File: src/rtl/ahb_master_driver_if.sv
// AHB-Lite bus signals between ahb_master_driver and a single slave.
// The master drives the address/control/write-data side; the slave returns ready, response and read data.
interface ahb_master_driver_if;
  logic [31:0] Haddr;
  logic [1:0]  Htrans;
  logic        Hwrite;
  logic [2:0]  Hsize;
  logic [2:0]  Hburst;
  logic [31:0] Hwdata;
  logic        Hreadyout;
  logic [1:0]  Hresp;
  logic [31:0] Hrdata;

  modport master (
    output Haddr, Htrans, Hwrite, Hsize, Hburst, Hwdata,
    input  Hreadyout, Hresp, Hrdata
  );

  modport slave (
    input  Haddr, Htrans, Hwrite, Hsize, Hburst, Hwdata,
    output Hreadyout, Hresp, Hrdata
  );
endinterface

File: src/rtl/ahb_master_driver.sv
// AHB-Lite master: turns one command into a SINGLE or INCR4 transfer with pipelined address/data phases.
// Define AHB_MASTER_BURST_EN to honour cmd_burst (INCR4); otherwise every command is one SINGLE beat.
module ahb_master_driver (
  input  logic                Hclk,
  input  logic                Hresetn,
  input  logic                cmd_valid,
  output logic                cmd_ready,
  input  logic                cmd_write,
  input  logic [31:0]         cmd_addr,
  input  logic                cmd_burst,
  input  logic [31:0]         cmd_wdata,
  output logic                wdata_take,
  output logic                rd_valid,
  output logic [31:0]         rd_data,
  output logic                done,
  output logic                err,
  ahb_master_driver_if.master ahb
);

  typedef enum logic [2:0] {
    S_IDLE,
    S_ADDR,
    S_ADDR_DATA,
    S_DATA,
    S_ERR
  } state_t;

  localparam logic [1:0] TR_IDLE   = 2'b00;
  localparam logic [1:0] TR_NONSEQ = 2'b10;
  localparam logic [1:0] TR_SEQ    = 2'b11;
  localparam logic [1:0] RESP_OKAY = 2'b00;
  localparam logic [1:0] RESP_ERR  = 2'b01;

  state_t      r_state;
  logic [31:0] r_haddr;
  logic [1:0]  r_htrans;
  logic        r_hwrite;
  logic [2:0]  r_hburst;
  logic [31:0] r_hwdata;
  logic [1:0]  r_beats_left;
  logic        r_rd_valid;
  logic [31:0] r_rd_data;
  logic        r_done;
  logic        r_err;

  logic w_burst;
  logic w_data_phase;
  logic w_addr_done;
  logic w_data_ok;
  logic w_data_err;

`ifdef AHB_MASTER_BURST_EN
  assign w_burst = cmd_burst;
`else
  logic w_unused_burst;
  assign w_burst        = 1'b0;
  assign w_unused_burst = cmd_burst;
`endif

  always_comb begin
    w_data_phase = (r_state == S_ADDR_DATA) || (r_state == S_DATA);
    w_addr_done  = ((r_state == S_ADDR) || (r_state == S_ADDR_DATA)) && ahb.Hreadyout;
    w_data_ok    = w_data_phase && ahb.Hreadyout && (ahb.Hresp == RESP_OKAY);
    w_data_err   = w_data_phase && !ahb.Hreadyout && (ahb.Hresp == RESP_ERR);
  end

  always_ff @(posedge Hclk or negedge Hresetn) begin
    if (!Hresetn) begin
      r_state      <= S_IDLE;
      r_haddr      <= '0;
      r_htrans     <= TR_IDLE;
      r_hwrite     <= 1'b0;
      r_hburst     <= '0;
      r_hwdata     <= '0;
      r_beats_left <= '0;
      r_rd_valid   <= 1'b0;
      r_rd_data    <= '0;
      r_done       <= 1'b0;
      r_err        <= 1'b0;
    end else begin
      r_rd_valid <= 1'b0;
      r_done     <= 1'b0;
      r_err      <= 1'b0;
      if (w_data_ok && !r_hwrite) begin
        r_rd_valid <= 1'b1;
        r_rd_data  <= ahb.Hrdata;
      end
      if (w_addr_done && r_hwrite)
        r_hwdata <= cmd_wdata;
      case (r_state)
        S_IDLE: begin
          if (cmd_valid) begin
            r_haddr      <= cmd_addr;
            r_htrans     <= TR_NONSEQ;
            r_hwrite     <= cmd_write;
            r_hburst     <= w_burst ? 3'b011 : 3'b000;
            r_beats_left <= w_burst ? 2'd3 : 2'd0;
            r_state      <= S_ADDR;
          end
        end
        // ADDR has no data phase in flight, so only ADDR_DATA can see an ERROR here.
        S_ADDR, S_ADDR_DATA: begin
          if (w_data_err) begin
            r_htrans <= TR_IDLE;
            r_state  <= S_ERR;
          end else if (ahb.Hreadyout) begin
            if (r_beats_left != 2'd0) begin
              r_haddr      <= r_haddr + 32'd4;
              r_htrans     <= TR_SEQ;
              r_beats_left <= r_beats_left - 2'd1;
              r_state      <= S_ADDR_DATA;
            end else begin
              r_htrans <= TR_IDLE;
              r_state  <= S_DATA;
            end
          end
        end
        S_DATA: begin
          if (w_data_err) begin
            r_state <= S_ERR;
          end else if (ahb.Hreadyout) begin
            r_done  <= 1'b1;
            r_state <= S_IDLE;
          end
        end
        S_ERR: begin
          if (ahb.Hreadyout) begin
            r_err   <= 1'b1;
            r_done  <= 1'b1;
            r_state <= S_IDLE;
          end
        end
        default: r_state <= S_IDLE;
      endcase
    end
  end

  assign cmd_ready  = (r_state == S_IDLE);
  assign wdata_take = w_addr_done && r_hwrite;
  assign rd_valid   = r_rd_valid;
  assign rd_data    = r_rd_data;
  assign done       = r_done;
  assign err        = r_err;

  assign ahb.Haddr  = r_haddr;
  assign ahb.Htrans = r_htrans;
  assign ahb.Hwrite = r_hwrite;
  assign ahb.Hsize  = 3'b010;
  assign ahb.Hburst = r_hburst;
  assign ahb.Hwdata = r_hwdata;

endmodule

File: src/flat_wrapper.sv
// flat-port wrapper written by rule: the top's interface ports become plain ports
module ahb_master_driver_flat 
  (Hclk, Hresetn, cmd_valid, cmd_ready, cmd_write, cmd_addr, cmd_burst, cmd_wdata, wdata_take, rd_valid, rd_data, done, err, ahb_Haddr, ahb_Htrans, ahb_Hwrite, ahb_Hsize, ahb_Hburst, ahb_Hwdata, ahb_Hreadyout, ahb_Hresp, ahb_Hrdata);
  ahb_master_driver_if ahb_i ();
  input  logic Hclk;
  input  logic Hresetn;
  input  logic cmd_valid;
  output logic cmd_ready;
  input  logic cmd_write;
  input  logic [31:0] cmd_addr;
  input  logic cmd_burst;
  input  logic [31:0] cmd_wdata;
  output logic wdata_take;
  output logic rd_valid;
  output logic [31:0] rd_data;
  output logic done;
  output logic err;
  output wire logic [$bits(ahb_i.Haddr)-1:0] ahb_Haddr;
  output wire logic [$bits(ahb_i.Htrans)-1:0] ahb_Htrans;
  output wire logic [$bits(ahb_i.Hwrite)-1:0] ahb_Hwrite;
  output wire logic [$bits(ahb_i.Hsize)-1:0] ahb_Hsize;
  output wire logic [$bits(ahb_i.Hburst)-1:0] ahb_Hburst;
  output wire logic [$bits(ahb_i.Hwdata)-1:0] ahb_Hwdata;
  input wire logic [$bits(ahb_i.Hreadyout)-1:0] ahb_Hreadyout;
  input wire logic [$bits(ahb_i.Hresp)-1:0] ahb_Hresp;
  input wire logic [$bits(ahb_i.Hrdata)-1:0] ahb_Hrdata;
  assign ahb_Haddr = ahb_i.Haddr;
  assign ahb_Htrans = ahb_i.Htrans;
  assign ahb_Hwrite = ahb_i.Hwrite;
  assign ahb_Hsize = ahb_i.Hsize;
  assign ahb_Hburst = ahb_i.Hburst;
  assign ahb_Hwdata = ahb_i.Hwdata;
  assign ahb_i.Hreadyout = ahb_Hreadyout;
  assign ahb_i.Hresp = ahb_Hresp;
  assign ahb_i.Hrdata = ahb_Hrdata;
  ahb_master_driver u_core (.Hclk(Hclk), .Hresetn(Hresetn), .cmd_valid(cmd_valid), .cmd_ready(cmd_ready), .cmd_write(cmd_write), .cmd_addr(cmd_addr), .cmd_burst(cmd_burst), .cmd_wdata(cmd_wdata), .wdata_take(wdata_take), .rd_valid(rd_valid), .rd_data(rd_data), .done(done), .err(err), .ahb(ahb_i));
endmodule
File: config.mk
export PLATFORM = sky130hd
export DESIGN_NAME = ahb_master_driver_flat
export DESIGN_NICKNAME = d
export VERILOG_FILES = /design/src/rtl/ahb_master_driver_if.sv /design/src/rtl/ahb_master_driver.sv /design/src/flat_wrapper.sv
export SDC_FILE = /design/constraint.sdc
export NUM_CORES = 1
export LEC_CHECK = 0
export ABC_AREA = 1
export CORE_ASPECT_RATIO = 0.5
export CORE_MARGIN = 3
export CORE_UTILIZATION = 45
export CTS_CLUSTER_SIZE = 8
export DETAILED_ROUTE_END_ITERATION = 7
export PLACE_DENSITY_LB_ADDON = 0.05
export SYNTH_ARGS = -nofsm -noshare
export SYNTH_HDL_FRONTEND = slang
export SYNTH_SLANG_ARGS = --single-unit
File: constraint.sdc
create_clock -name Hclk -period 2.54 [get_ports Hclk]
set_input_delay 0.508 -clock Hclk [delete_from_list [all_inputs] [get_ports Hclk]]
set_output_delay 0.508 -clock Hclk [all_outputs]
set_load 0.005 [all_outputs]
* Word level (Yosys, flattened, before mapping)
Index checks and enable logic that the tools add are counted.
Widths: inputs -> output; s select.
** Word-level totals
- Bits of input ports :: 104
- Output and inout bits :: 110
- Flip-flop bits (word level) :: 107
- Logic and storage cells :: 69
** Cells by class
- $add $sub $neg :: 2
- Muxes and demuxes :: 27
- Reduce and logical (&&, ||, !) cells :: 20
- Eq/ne operators :: 10
** Operators with widths (number)
- $mux 32 :: 4
- $pmux 32 s2 :: 1
- $add 32x3->32 const B :: 1
- $mux 2 :: 8
- $mux 3 :: 5
- $pmux 3 s4 :: 1
- $pmux 2 s2 :: 2
- $logic_and 1x1->1 :: 7
- $eq 3x2->1 const B :: 2
- $ne 2x2->1 const B :: 3
- $mux 1 :: 5
- $reduce_and 5->1 :: 1
- $reduce_and 2->1 :: 2
- $reduce_bool 2->1 :: 2
- $eq 3x1->1 const B :: 1
- $eq 3x3->1 const B :: 1
- $logic_not 3->1 :: 1
- $ne 3x2->1 const B :: 1
- $reduce_and 3->1 :: 1
- $eq 2x1->1 const B :: 1
- $logic_not 1->1 :: 2
- $logic_not 2->1 :: 1
- $logic_or 1x1->1 :: 2
- $ne 2x1->1 const B :: 1
- 3 further kinds :: 3

* Longest topological paths before layout
Gate-level depths: netlist of the first run.
- Word-level depth :: 6
- Depth in mapped cells :: 11

* Worst setup path after synthesis of the first run
OpenSTA, ideal clock, no wires.
- Kind :: register to output
- Start point :: register u_core.r_state[1]
- End point :: output port wdata_take
- Buffers on the path :: 1
- Stages on the path, launching flop included :: 9
- Required time :: 2.032 ns
- Arrival time :: 1.201 ns
- Path slack :: 0.831 ns
- Path through :: dfrtp_1 -> nand2_1 -> nand2_2 -> nor2_8 -> inv_2 -> nor2_2 -> nand2_2 -> inv_2 -> buf_4
** On the way
- Word-level cells in the longest chain between the ends :: 4
** Ends and longest elaborated chain
- start, declared :: RTL line ahb_master_driver.sv:34 : state_t r_state;
- start signal, assigned :: RTL line ahb_master_driver.sv:69 : r_state <= S_IDLE;
- start signal, assigned :: RTL line ahb_master_driver.sv:98 : r_state <= S_ADDR;
- start signal, assigned :: RTL line ahb_master_driver.sv:105 : r_state <= S_ERR;
- $eq 3x1->1 / $eq 3x2->1 (equally long branches) :: RTL line ahb_master_driver.sv:62 : w_addr_done = ((r_state == S_ADDR) || (r_state == S_ADDR_DATA)) && ahb.Hreadyout;
- $logic_or 1x1->1 (*) :: RTL line ahb_master_driver.sv:62
- $logic_and 1x1->1 (*) :: RTL line ahb_master_driver.sv:62
- $logic_and 1x1->1 (*) :: RTL line ahb_master_driver.sv:139 : assign wdata_take = w_addr_done && r_hwrite;
- end, declared :: RTL line flat_wrapper.sv:13 : output logic wdata_take;
Mark *: on every way between the ends. The rest lies on a longest branch, timed or not.

* Final worst setup path of the first run
- Start point :: register u_core.r_state[0]
- End point :: output port wdata_take
The elaborated chain is that of the path after synthesis.

==> results of run 1 <==
==> where the power goes <==
part	total, mW	internal, mW	switching [mW]
sequential	3.18	2.50	0.677
clock	1.42	0.725	0.697
combinational	4.70	2.40	2.30
total	9.30	5.63	3.68
==> layer usage <==
layer | GRT usage [%] | vias up
met4 | 5.23 | 0
met5 | 0 | -
li1 | - | 2684
met2 | 38.7 | 158
met3 | 8.62 | 12
met1 | 27.8 | 2400
==> worst paths after layout <==
| kind | to | slack, ns | cells after the start |
|---|---|---|---|
| setup / recovery | wdata_take | 0.10 | 8 |
| hold / removal | u_core.ahb.Haddr[9]$_DFFE_PN0P_ | 0.12 | 1 |
| setup reg to reg | u_core.ahb.Haddr[29]$_DFFE_PN0P_ | 0.42 | 10 |
| hold reg to reg | u_core.rd_data[20]$_DFFE_PN0P_ | 0.48 | 2 |
| max in group asynchronous | u_core.ahb.Hwdata[28]$_DFFE_PN0P_ | 1.80 | 2 |
| min in group Hclk | u_core.rd_data[20]$_DFFE_PN0P_ | 0.48 | 2 |
==> logic make-up (layout without fill, tap and decap cells) <==
| kind of cell | Yosys count | count (layout) | synth area share, % |
|---|---|---|---|
| buffers and inverters | 73 | 282 | 6.46 |
| muxes | 3 | 3 | 0.627 |
| DFF | 107 | 107 | 49.7 |
| AOI/OAI and AO/OA | 21 | 21 | 2.14 |
| xor gates and xnor gates | 5 | 5 | 0.813 |
| other | 2 | 6 | 0.139 |
| and+or+nand+nor | 537 | 537 | 39.7 |
| adders and majority gates | 2 | 2 | 0.465 |
==> worst max-delay path, stage by stage (launching register included) <==
cell	delay [ns]
dfrtp_1	0.43
nand2_2	0.10
nand2_2	0.11
nor2_8	0.10
inv_2	0.10
nor2_4	0.11
nand2_2	0.06
inv_2	0.06
clkdlybuf4s50_1	0.51
==> layout by cell type, fill, tap and decap left out, drive strengths merged <==
master           n
o22ai            1
a211oi           1
or2              2
a31oi            1
mux2             3
inv             49
conb             6
clkdlybuf4s50  205
a21oi            1
dfrtp          107
nand2          394
xnor2            2
o21ai           15
nor3             1
ha               2
clkbuf          10
a21boi           2
nor2            94
buf             18
and2             1
nor4             1
nand3           43
nand3b           1
xor2             3
==> cell type report <==
| type | count | area (µm²) | share of cell area, % |
|---|---|---|---|
| clock buffers | 10 | 239 | 3.02 |
| clock inverters | 6 | 60.1 | 0.758 |
| inverters | 43 | 161 | 2.04 |
| multi-input cells | 574 | 2380 | 30.1 |
| flip-flops and latches | 107 | 2680 | 33.8 |
| well taps | 159 | 199 | 2.51 |
| repair buffers | 223 | 2200 | 27.8 |
==> synth_stat cells, types with 3 or more instances <==
cell | count | area [µm²]
nand2_1 | 391 | 1470
dfrtp_1 | 107 | 2680
nor2_1 | 86 | 323
nand3_1 | 43 | 215
inv_1 | 36 | 135
buf_4 | 15 | 113
o21ai_0 | 11 | 55.1
buf_2 | 8 | 40.0
inv_2 | 7 | 26.3
clkbuf_1 | 6 | 22.5
nor2_2 | 6 | 37.5
o21ai_1 | 4 | 20.0
mux2_2 | 3 | 33.8
xor2_1 | 3 | 26.3
==> flip-flops by register name, indices dropped and copies added, names as in the netlist <==
signal	flops
u_core.ahb.Haddr	32
u_core.ahb.Htrans	2
u_core.ahb.Hwdata	32
u_core.ahb.Hwrite	1
u_core.done	1
u_core.err	1
u_core.r_beats_left	2
u_core.r_state	3
u_core.rd_data	32
u_core.rd_valid	1
==> timing repair <==
action / in CTS / in global routing
setup buffers: 0 / 2
resized for setup: 0 / 4
hold buffers: 0 / 0
endpoints found under the setup margin: 0 / 1
==> results.toml, run 1 <==
[timing]
fmax_mhz = 410
timing.hold.ws_ns = 0.121
setup_ws_ns = 0.101
setup_viol = 0
tightestPinTransition_ns = 0.545
period_minus_slack_ns = 2.44
layout_worst_path_cycle_share_pct = 96.0
maxSlewHeadroom_pct = 63.7
fin_skew_ns = 0.00742
report.final.slew_viol_count = 0
timing.setup.tns_ns = 0
finalHoldViolCount = 0

[setup_path]
startpoint_type = "register"
cp.required_ns = 2.03
r2r-start = "u_core.r_state[0]$_DFFE_PN0P_"
critPathMaxFanout = 11
criticalPathCategory = "register to primary output"
critPathLaunch = "u_core.r_state[0]$_DFFE_PN0P_"
critPathArrivalTime_ns = 1.93
critPathCaptureType = "primary output"

[synthesis]
synth-seq-cells = 107
yosysSeqAreaShare_pct = 49.7
ys_dominant_reg_cell = "dfrtp_1"
syn-mean-instance-area_um2 = 7.18
async_flop_share_pct = 100
mappedNetlistArea_um2 = 5390
netlist_instances = 750
synth_edf_count = 0
yosys_warnings = 0
yosysUniqueCellTypes = 32

[pwr]
cellPowerDensity_nw_per_um2 = 1170
power_leakage_nw = 3.86
power.total_mw = 9.30
vdd_drop_max_v = 0.000494

[placed_design]
place_area_um2 = 7600
dp_hpwl_mm = 11.2
port_buffers = 206
post-place-ws_ns = 0.135
gp_congestion = 0.903
place_inst = 1104

[routing]
drt_iter0_drc = 290
vias_per_cell = 4.68
drtAntennaViolNets = 0
firstDrtPassIters = 4
wl_per_cell_um = 13.4
vias = 5254
wirelength_mm = 15.0
met3WireLength_mm = 1.20
wl_met1_mm = 6.39
drc = 0
wl_met2_mm = 7.26
top_layer_used = "met4"

[final_layout]
diodes = 0
fin_cells = 1122
fin_util_pct = 70.0
syn_to_final_growth_pct = 47.1
nFillCells = 979
nets = 1064
drive_gt1_share_pct = 6.23
final_cell_area_um2 = 7920

[cts]
h-tree-depth = 3
clkTransAtPathRegs_ns = 0.08
ctsLongestPathBuffers = 2
clock-root-buffer = "clkbuf_16"
cts_tree = "built"
cts.sinks = 107
numCtsBuffers = 9
insertion_delay_ns = 0.35

[global_route]
antenna_found_initial = 0
grt_max_degree = 54
overflow = 0
grt_use_total_pct = 22.8
grt_pass1_wl_mm = 25.1
grt_pass1_vias = 5175

[floorplanning]
rows = 27
die_width_um = 161
io_pins = 214
start_util_pct = 47.6
die_area_um2 = 13400
core-area_um2 = 11300
die_height_um = 83.4

[min_path]
hold_class = "input port to asynchronous set/reset pin"

[status]
outcome = "finished clean"

[run]
cap_violations = 0
Note: power is estimated with default switching activity, not from simulation.
==> run 2, diff against run 1 <==
ABC_AREA = default   (was 1)
==> results.toml, run 2 <==
[status]
outcome = "finished clean"

[cts]
postCtsSetupBuffers = 0
clkTransAtPathRegs_ns = 0.08
numCtsBuffers = 9
insertion_delay_ns = 0.35
clock-root-buffer = "clkbuf_16"
cts.sinks = 107
cts_hold_buffers = 0
h-tree-depth = 3
ctsResizeCount = 0
ctsLongestPathBuffers = 2
cts_tree = "built"

[global_route]
grt_pass1_wl_mm = 22.9
overflow = 0
grt_use_total_pct = 22.9
antenna_found_initial = 0
grt_max_degree = 52
grt_pass1_vias = 4416

[final_layout]
nFillCells = 826
drive_gt1_share_pct = 7.26
final_common_cell = "clkdlybuf4s50_1"
final_cell_area_um2 = 7620
final_cell_mix = "clkdlybuf4s50_1 (205), nand2_1 (142), dfrtp_1 (107)"
syn_to_final_growth_pct = 49.0
nets = 846
diodes = 0

[synthesis]
yosysUniqueCellTypes = 56
synth-seq-cells = 107
yosysSeqAreaShare_pct = 52.3
ys_dominant_reg_cell = "dfrtp_1"
yosysTopAreaCell = "dfrtp_1"
synth_edf_count = 0
syn-mean-instance-area_um2 = 9.58
ys_top_cells_by_area = "dfrtp_1 (52%), nand2_1 (10%), mux2_1 (6.4%)"
netlist_instances = 534
netlist.area_leader.share_pct = 52.3
yosys_warnings = 0
yosysMostFrequentCell = "nand2_1"
async_flop_share_pct = 100
mappedNetlistArea_um2 = 5110
synth_common_cells = "nand2_1 (142), dfrtp_1 (107), a21oi_1 (33), mux2_1 (29), nand3_1 (19)"

[placed_design]
dp_hpwl_mm = 11.0
gp_congestion = 0.852
place_area_um2 = 7340
port_buffers = 206

[routing]
vias = 4691
wl_per_cell_um = 16.9
wirelength_mm = 14.9
drt_iter0_drc = 323
vias_per_cell = 5.31
firstDrtPassIters = 4
drc = 0
drtAntennaViolNets = 0

[pwr]
vdd_drop_max_v = 0.000616
cell_internal_pwr_mw = 5.64
p_clk_share_pct = 15.3
p_sw_share_pct = 36.8
cellPowerDensity_nw_per_um2 = 1170
comb_power_share_pct = 49.2
seq_power_share_pct = 35.5
power.total_mw = 8.93
power_leakage_nw = 3.29
power.switching_mw = 3.29

[setup_path]
critPathMaxFanout = 13
critPathArrivalTime_ns = 1.87
worst_path_max_delay_cell = "dfrtp_1"
critPathCaptureType = "primary output"
cp_cell_sequence = "and2b_1 -> and3_1 -> clkdlybuf4s50_1"
r2r_slack_ns = 0.34
criticalPathCategory = "register to primary output"
cp.required_ns = 2.03
startpoint_type = "register"
max_stage_delay_ns = 0.52

[floorplanning]
rows = 26
die_width_um = 157
core-area_um2 = 10600
io_pins = 214
die_height_um = 81.4
start_util_pct = 48.1
die_area_um2 = 12800

[timing]
period_minus_slack_ns = 2.38
rsz0062_at_grt = "false"
tightestPinTransition_ns = 0.547
maxSlewHeadroom_pct = 63.2
finalHoldViolCount = 0
timing.setup.tns_ns = 0
setup_viol = 0
report.final.slew_viol_count = 0
fin_skew_ns = 0.00757
timing.hold.ws_ns = 0.0754
fmax_mhz = 420
layout_worst_path_cycle_share_pct = 93.7

[min_path]
hold_class = "input port to asynchronous set/reset pin"

[run]
cap_violations = 0
==> run 2: cell count changes after synthesis, moves of 24 or more <==
cell,change
a21oi_1,+32
inv_1,-25
mux2_1,+29
nand2_1,-249
nand3_1,-24
nor2_1,-68
==> run 2: final cells by class <==
type,count,area (µm²),area share (%)
clock buffers,9,225,2.95
multi-input cells,381,2190,28.7
clock inverters,6,60.1,0.788
repair buffers,230,2250,29.5
flip-flops and latches,107,2680,35.1
well taps,140,175,2.30
inverters,11,41.3,0.542
==> run 2: metal layers <==
metal,global-route usage [%],part of all wire (%),wire length [µm]
met1,29.3,43,6430
met2,40.3,49,7310
met3,6.01,7.2,1070
met5,0,0,0
met4,3.23,0.63,94
==> run 2: worst paths after layout <==
| path | start | depth (start not counted) | endpoint |
|---|---|---|---|
| worst max register to register | u_core.ahb.Haddr[2]$_DFFE_PN0P_ | 6 | u_core.ahb.Haddr[28]$_DFFE_PN0P_ |
| max in group asynchronous | Hresetn | 2 | u_core.ahb.Haddr[22]$_DFFE_PN0P_ |
| min in group Hclk | u_core.rd_data[1]$_DFFE_PN0P_ | 2 | u_core.rd_data[1]$_DFFE_PN0P_ |
| worst min register to register | u_core.rd_data[1]$_DFFE_PN0P_ | 2 | u_core.rd_data[1]$_DFFE_PN0P_ |
| worst max-delay path | u_core.r_state[2]$_DFFE_PN0P_ | 3 | wdata_take |
| worst min-delay path | Hresetn | 1 | u_core.ahb.Hwdata[6]$_DFFE_PN0P_ |
==> run 2: worst max-delay path, delay by kind of cell (launching register included) <==
kind	cells	cell delay, ns
buf+inv	1	0.52
flops	1	0.52
simple gates	2	0.49
==> run 2: cells by family after synthesis <==
family	share of synthesized area [%]
AOI/OAI and AO/OA	11.0
xor gates and xnor gates	0.318
adders and majority gates	0.489
buffers and inverters	5.19
DFF	52.3
muxes	7.66
other	0.147
and+or+nand+nor	22.8
==> run 2: power groups by stage <==
stage | Combinational [mW] | Sequential [mW] | Clock [mW]
2_1_floorplan | 2.06 | 3.16 | 0
3_5_place_dp | 4.41 | 3.19 | 0
3_3_place_gp | 4.33 | 3.15 | 0
5_1_grt | 4.83 | 3.29 | 1.47
6_report | 4.39 | 3.17 | 1.37
4_1_cts | 4.44 | 3.17 | 1.39
==> run 2: through the flow <==
stage | std cells | setup WS (ns) | utilization, %
2_1_floorplan | 538 | 0.639 | -
3_3_place_gp | 869 | 0.137 | 69.0
3_5_place_dp | 869 | 0.109 | 69.0
4_1_cts | 884 | 0.140 | 71.7
5_1_grt | 884 | 0.0720 | 71.7
6_report | 884 | 0.159 | 71.7
